===== src/rtl/alu_pkg.sv =====
// Shared ALU definitions: select encodings, MOD engine state encoding, default width.
// Latency: none (definitions only).
// Backpressure: not applicable.
package alu_pkg;

  localparam int ALU_WIDTH = 32;

  // ALU select encodings; MOD is the one served by the multi-cycle engine.
  localparam logic [2:0] ALU_OP_ADD = 3'b000;
  localparam logic [2:0] ALU_OP_SUB = 3'b001;
  localparam logic [2:0] ALU_OP_AND = 3'b010;
  localparam logic [2:0] ALU_OP_OR  = 3'b011;
  localparam logic [2:0] ALU_OP_XOR = 3'b100;
  localparam logic [2:0] ALU_OP_SLL = 3'b101;
  localparam logic [2:0] ALU_OP_SRL = 3'b110;
  localparam logic [2:0] ALU_OP_MOD = 3'b111;

  typedef enum logic [1:0] {
    IDLE = 2'd0,
    RUN  = 2'd1,
    DONE = 2'd2
  } mod_state_t;

endpackage


===== src/rtl/alu_mod_step.sv =====
// One restoring shift-compare-subtract step of unsigned division (module mod_step).
// Latency: combinational.
// Backpressure: none; pure function of its inputs.
// Ports: rem (WIDTH+1 partial remainder), msb (next dividend bit), divisor,
//        rem_next (updated remainder), qbit (quotient bit produced by this step).
module mod_step #(
  parameter int WIDTH = 32
) (
  input  logic [WIDTH:0]   rem,
  input  logic             msb,
  input  logic [WIDTH-1:0] divisor,
  output logic [WIDTH:0]   rem_next,
  output logic             qbit
);

  logic [WIDTH+1:0] shifted;

  // The full remainder is kept in the compare so no bit is silently dropped;
  // the top bit is always zero while the remainder stays below the divisor.
  assign shifted = {rem, msb};

  always_comb begin
    qbit     = (shifted >= {2'b00, divisor});
    rem_next = shifted[WIDTH:0];
    if (qbit) begin
      rem_next = shifted[WIDTH:0] - {1'b0, divisor};
    end
  end

endmodule


===== src/rtl/alu_mod_unit.sv =====
// Multi-cycle unsigned remainder/quotient engine for the ALU MOD operation.
// Latency: WIDTH cycles from accepted start to done (1 cycle for b=0 when ALU_MOD_DIVZERO_EN).
// Backpressure: start is sampled only in IDLE/DONE; starts during RUN are dropped.
// Ports: clk, reset (sync, active-high), start, a, b -> result (a%b), quotient (a/b),
//        busy, sticky done, div_zero (only with ALU_MOD_DIVZERO_EN defined).
module alu_mod_unit
  import alu_pkg::*;
#(
  parameter int WIDTH = ALU_WIDTH
) (
  input  logic             clk,
  input  logic             reset,
  input  logic             start,
  input  logic [WIDTH-1:0] a,
  input  logic [WIDTH-1:0] b,
  output logic [WIDTH-1:0] result,
  output logic [WIDTH-1:0] quotient,
  output logic             busy,
`ifdef ALU_MOD_DIVZERO_EN
  output logic             div_zero,
`endif
  output logic             done
);

  localparam int CW = $clog2(WIDTH) + 1;
  localparam logic [CW-1:0] LAST = CW'(WIDTH - 1);

  localparam logic [1:0] ST_IDLE = IDLE;
  localparam logic [1:0] ST_RUN  = RUN;
  localparam logic [1:0] ST_DONE = DONE;

  logic [1:0]       state;
  logic [WIDTH-1:0] dividend;   // shifts out dividend bits at the top, takes quotient bits at the bottom
  logic [WIDTH-1:0] divisor;
  logic [WIDTH:0]   rem;
  logic [CW-1:0]    count;

  logic [WIDTH:0]   rem_next;
  logic             qbit;
  logic [WIDTH-1:0] div_next;

  mod_step #(.WIDTH(WIDTH)) u_step (
    .rem      (rem),
    .msb      (dividend[WIDTH-1]),
    .divisor  (divisor),
    .rem_next (rem_next),
    .qbit     (qbit)
  );

  // After WIDTH shifts the dividend register holds exactly the quotient.
  assign div_next = {dividend[WIDTH-2:0], qbit};

  always_ff @(posedge clk) begin
    if (reset) begin
      state    <= ST_IDLE;
      dividend <= '0;
      divisor  <= '0;
      rem      <= '0;
      count    <= '0;
      result   <= '0;
      quotient <= '0;
`ifdef ALU_MOD_DIVZERO_EN
      div_zero <= 1'b0;
`endif
    end else begin
      case (state)
        ST_IDLE, ST_DONE: begin
          if (start) begin
            dividend <= a;
            divisor  <= b;
            rem      <= '0;
            count    <= '0;
            state    <= ST_RUN;
`ifdef ALU_MOD_DIVZERO_EN
            div_zero <= 1'b0;
`endif
          end
        end
        ST_RUN: begin
`ifdef ALU_MOD_DIVZERO_EN
          // Zero divisor short-circuits on the first RUN cycle; the dividend is still unshifted.
          if (divisor == '0) begin
            result   <= dividend;
            quotient <= '1;
            div_zero <= 1'b1;
            state    <= ST_DONE;
          end else
`endif
          begin
            dividend <= div_next;
            rem      <= rem_next;
            count    <= count + CW'(1);
            if (count == LAST) begin
              result   <= rem_next[WIDTH-1:0];
              quotient <= div_next;
              state    <= ST_DONE;
            end
          end
        end
        default: state <= ST_IDLE;
      endcase
    end
  end

  assign busy = (state == ST_RUN);
  assign done = (state == ST_DONE);

endmodule

===== config.mk =====
export PLATFORM = sky130hd
export DESIGN_NAME = alu_mod_unit
export DESIGN_NICKNAME = d
export VERILOG_FILES = /design/src/rtl/alu_pkg.sv /design/src/rtl/alu_mod_step.sv /design/src/rtl/alu_mod_unit.sv
export SDC_FILE = /design/constraint.sdc
export NUM_CORES = 1
export LEC_CHECK = 0
export ABC_AREA = 1
export CAP_MARGIN = 20
export CORE_ASPECT_RATIO = 1.1
export CORE_MARGIN = 3
export CORE_UTILIZATION = 44
export CTS_CLUSTER_DIAMETER = 30
export DETAILED_ROUTE_END_ITERATION = 16
export PLACE_DENSITY = 0.67
export SYNTH_ARGS = -nofsm -noshare
export SYNTH_HDL_FRONTEND = slang
export SYNTH_SLANG_ARGS = --single-unit

===== constraint.sdc =====
create_clock -name clk -period 3.2 [get_ports clk]
set_clock_uncertainty 0.1 [all_clocks]
set_input_delay 0.64 -clock clk [delete_from_list [all_inputs] [get_ports clk]]
set_output_delay 0.64 -clock clk [all_outputs]
set_load 0.05 [all_outputs]

* Word level (Yosys, flattened, before mapping) *
Index checks and enable logic that the tools add are counted.

storage, ports and cells
  word-level logic and storage cells = 32
  input bits = 67
  bits in registers = 169
  output and inout bits = 66

cells by class
  reductions and logical operators = 7
  equal/unequal tests = 5
  mux-type cells = 10
  $lt $le $gt $ge = 1
  $add $sub $neg = 2

operators by type and width
  kind                                                 number
  2-to-1 mux 33 bit                                    2
  one-hot mux 33 bit (2 select lines)                  1
  one-hot mux 32 bit (2 select lines)                  1
  >= comparator 34 x 32 -> 1 bit                       1
  subtractor 33 x 32 -> 33 bit                         1
  2-to-1 mux 32 bit                                    1
  one-hot mux 6 bit (2 select lines)                   1
  AND reduction 2 bit                                  4
  adder 6 x 1 -> 6 bit, second input constant          1
  equality test 6 x 5 -> 1 bit, second input constant  1
  2-to-1 mux 6 bit                                     1
  2-to-1 mux 2 bit                                     2
  one-hot mux 2 bit (2 select lines)                   1
  equality test 2 x 1 -> 1 bit, second input constant  1
  equality test 2 bit, second input constant           1
  logical NOT 2 bit                                    1
  != test 2 x 1 -> 1 bit, second input constant        1
  != test 2 bit, second input constant                 1
  nonzero test 2 bit                                   1
  OR reduction 2 bit                                   1

* Depth between registers and ports, before layout *
  depth after elaboration = 4
  depth in mapped cells = 18
  gate-level depth less buffers = 18

* Hierarchy *
From an unflattened synthesis, not the netlist that was laid out.

unflattened totals
  cell total of the unflattened synthesis = 1823
  area, all modules = 10545.1 um^2

by module, submodules not included
  module        seq. area each (um^2)  area each (um^2)  cells each  instances
  alu_mod_unit  3383.2                 7272.0            1124        1
  mod_step      0.0                    3273.1            699         1

* Worst setup path before layout *
OpenSTA, ideal clock, no wires.

  kind = flip-flop to flip-flop
  start point = register dividend[31]
  end point = register result[20]
  data arrival time = 1907 ps
  cell stages (with the launch flop) = 16
  setup slack = 1079 ps
  required time = 2986 ps
  cell sequence = dfxtp_1 > inv_1 > ha_1 > inv_1 > fa_1 > nand3_1 > nand3_2 > nand2_2 > nand2_2 > nand2_4 > nand3_4 > buf_6 > nand2_1 > nand2_1 > o21bai_1 > inv_1

between the ends
  word-level cells in the longest chain between the ends = 2
  elaborated cells between the ends (all ways) = 3

ends and longest elaborated chain
  item                                                                                   line                                    source
  from (decl)                                                                            alu_mod_unit.sv:33                      logic [WIDTH-1:0] dividend;
  from (signal assigned)                                                                 alu_mod_unit.sv:90                      dividend <= div_next;
  subtractor 33 x 32 -> 33 bit / >= comparator 34 x 32 -> 1 bit (equally long branches)  alu_mod_step.sv:26, alu_mod_step.sv:23
  2-to-1 mux 33 bit (*)                                                                  alu_mod_step.sv:25                      if (qbit) begin
  to (signal assigned)                                                                   alu_mod_unit.sv:94                      result <= rem_next[WIDTH-1:0];
  to (decl)                                                                              alu_mod_unit.sv:16                      output logic [WIDTH-1:0] result,

Every way passes the cells marked *; elsewhere a longest branch is shown, timed or not.
A chain may end at the register's enable or synchronous reset.

* Worst setup path in the final report *
  start point = register dividend[31]
  end point = register result[26]

The elaborated chain is that of the path after synthesis.

==> qor.yml <==
synth_area_um2: 9324
hold_class: "reg -> reg"
placement_rows: 55
final_common_cell: "nand2_1"
worstSetupStartpointType: "flip-flop"
grt_overflow: 0
layout.nets: 1645
pwr-share-clk: 0.231
routedWlPerCell_um: 14.93
ir_drop_uv: 502.4
synth.distinct_cells: 32
path_max_fanout: 35
drc: 0
wl_um: 27510
yosysSeqAreaShare: 0.3629
fillCellCount: 2127
synth_seq_cells: 169
dpl_cell_area_um2: 10820
slew_viol_final: 0
powerDensity_nw_per_um2: 811.8
fin_setup_tns_ps: 0
seqCellArea_um2: 3383
yosysWarnings: 0
internal-power_uw: 4850
die_area_um2: 22980
timing.slew.headroom: 0.4420
final_cell_mix: "nand2_1 (534), inv_1 (206), dfxtp_1 (169), clkdlybuf4s50_1 (130), a21oi_1 (122)"
clk_pin_slew_ps: 70
hold_violations: 0
place_congestion: 0.8847
fin_crit_sh: 0.8584
dp_hpwl_um: 19400
grt_max_degree: 80
outcome: "finished clean"
drt_pre_antenna_iters: 5
finalSetupViolCount: 0
worstPathArrival_ps: 2970
switching_share: 0.4783
initial_core_util: 0.4501
diodes: 0
cts_made_buffers: 17
post_cts_resized: 0
synthesis.instances: 1448
cts.sinks: 169
final_antenna_net_count: 0
drt_iter0_markers: 484
syn_avg_cell_area_um2: 6.439
viasPerCell: 5.040
p_seq_frac: 0.265
clk_path_buf_depth: 2
track_usage: 0.2421
worst_setup_path_end_kind: "flip-flop"
cts_tree: "built"
die_x_um: 144.8
p_leak_uw: 0.005308
drive_above_1_share: 0.04624
p_comb_frac: 0.504
vias: 9284
synth_nets: 1549
clock_latency_ps: 440
rsz0062_at_grt: "false"
finalInstanceArea_um2: 11450
cp_data_required_time_ps: 3430
min_period_ps: 2747
post_cts_buffers: 0
maxCapViolCount: 0
p_switching_uw: 4447
postCtsHoldBufs: 0
synthToLayoutAreaGrowth_pct: 22.83
max_freq_mhz: 364.1
grt_pass1_wl_um: 44470
coreArea_um2: 20710
root_buffer: "clkbuf_16"
worstMarginPinSlew_ps: 837.0
multi_input_area_um2: 4872
die_h_um: 158.7
h-tree-depth: 4
critical_path_class: "reg -> reg"
portBuffers: 132
first_global_vias: 8627
grt_antenna_before_repair: 0
ioPinCount: 133
-- registers in the layout, summed over array words and instances, names as in the netlist --
signal and count:
rem 33, dividend 32, divisor 32, quotient 32
result 32, count 6, state 2
-- per-layer routing --
metal / wire length (um) / part of all wire / up-vias / track usage
met1: 12810 / 0.47 / 4226 / 0.3346
met4: 305 / 0.011 / 0 / 0.05064
li1: - / - / 4766 / -
met5: 0 / 0 / - / 0
met3: 1911 / 0.069 / 24 / 0.06128
met2: 12480 / 0.45 / 268 / 0.3840
-- final timing paths --
path	start	end	slack (ps)	cells past startpoint
setup / recovery	dividend[31]	result[26]	450	14
hold / removal	divisor[22]	divisor[22]	360	2
setup reg to reg	dividend[31]	result[26]	450	14
hold reg to reg	divisor[22]	divisor[22]	360	2
-- synth_stat cells --
library cell	instances	area share
and2_1	3	0.0020
o21a_1	1	0.00081
buf_2	11	0.0059
o21ai_0	71	0.038
nor2_4	2	0.0024
a221oi_1	3	0.0028
fa_1	1	0.0021
a211oi_1	1	0.00081
a31oi_1	29	0.019
nand3_4	2	0.0038
nor2_2	10	0.0067
nand2_2	5	0.0034
nand2_4	1	0.0012
a21oi_1	122	0.065
buf_1	7	0.0028
clkbuf_1	47	0.019
ha_1	33	0.044
inv_2	1	0.00040
a22oi_1	1	0.00081
nand2_1	534	0.21
xor2_1	15	0.014
nand4_1	36	0.024
nor3_1	4	0.0021
dfxtp_1	169	0.36
inv_1	208	0.084
nand3_1	40	0.021
nor2_1	51	0.021
a21o_1	4	0.0032
o21bai_1	31	0.025
buf_6	3	0.0036
a311oi_1	1	0.00094
nand3_2	1	0.0011
-- power groups by stage --
stage                     combinational [uW]  clock [uW]  sequential (uW)
after global routing                    5300        2290             2480
after CTS                               4640        2190             2450
after detailed placement                4610           0             2500
final                                   4690        2150             2460
after floorplan                         3550           0             2420
after global placement                  4600           0             2500
-- logic make-up (layout without fill, tap and decap cells) --
| family | Yosys count | count (layout) | share of synthesized area |
|---|---|---|---|
| and+or+nand+nor | 689 | 689 | 0.3038 |
| xor gates and xnor gates | 15 | 15 | 0.01409 |
| buffers and inverters | 277 | 386 | 0.1154 |
| AOI/OAI and AO/OA | 264 | 264 | 0.1574 |
| DFF | 169 | 169 | 0.3629 |
| adders and majority gates | 34 | 34 | 0.04643 |
-- cell type report --
type                            instances  share of cell area
Sequential cell                       169              0.2954
Clock buffer                           18             0.03835
Timing Repair Buffer                  145              0.1256
Tap cell                              285             0.03114
Multi-Input combinational cell       1002              0.4254
Inverter                              209             0.06850
Clock inverter                         14             0.01551
-- stage by stage --
step | setup WS, ps | hold WS, ps | std cells | total power [uW] | utilization
final | 453.2 | 360.5 | 1842 | 9297 | 0.5529
after detailed placement | 478.8 | 354.9 | 1809 | 7108 | 0.5221
after CTS | 441.4 | 366.0 | 1841 | 9282 | 0.5519
after global placement | 591.6 | 350.7 | 1809 | 7096 | 0.5221
after global routing | 195.8 | 385.2 | 1842 | 10070 | 0.5529
after floorplan | 1079 | 335.3 | 1448 | 5975 | -
-- worst max-delay path, stage by stage, from the launching register on --
cell	delay (ps)
dfxtp_1	320
inv_1	70
ha_1	160
inv_1	90
fa_1	460
nand3_1	140
nand3_2	120
nand2_2	90
nand2_2	70
nand2_4	160
nand3_4	390
nand2_1	210
nand2_1	80
o21bai_1	130
inv_1	50
Power figures use the tool's default switching activity.
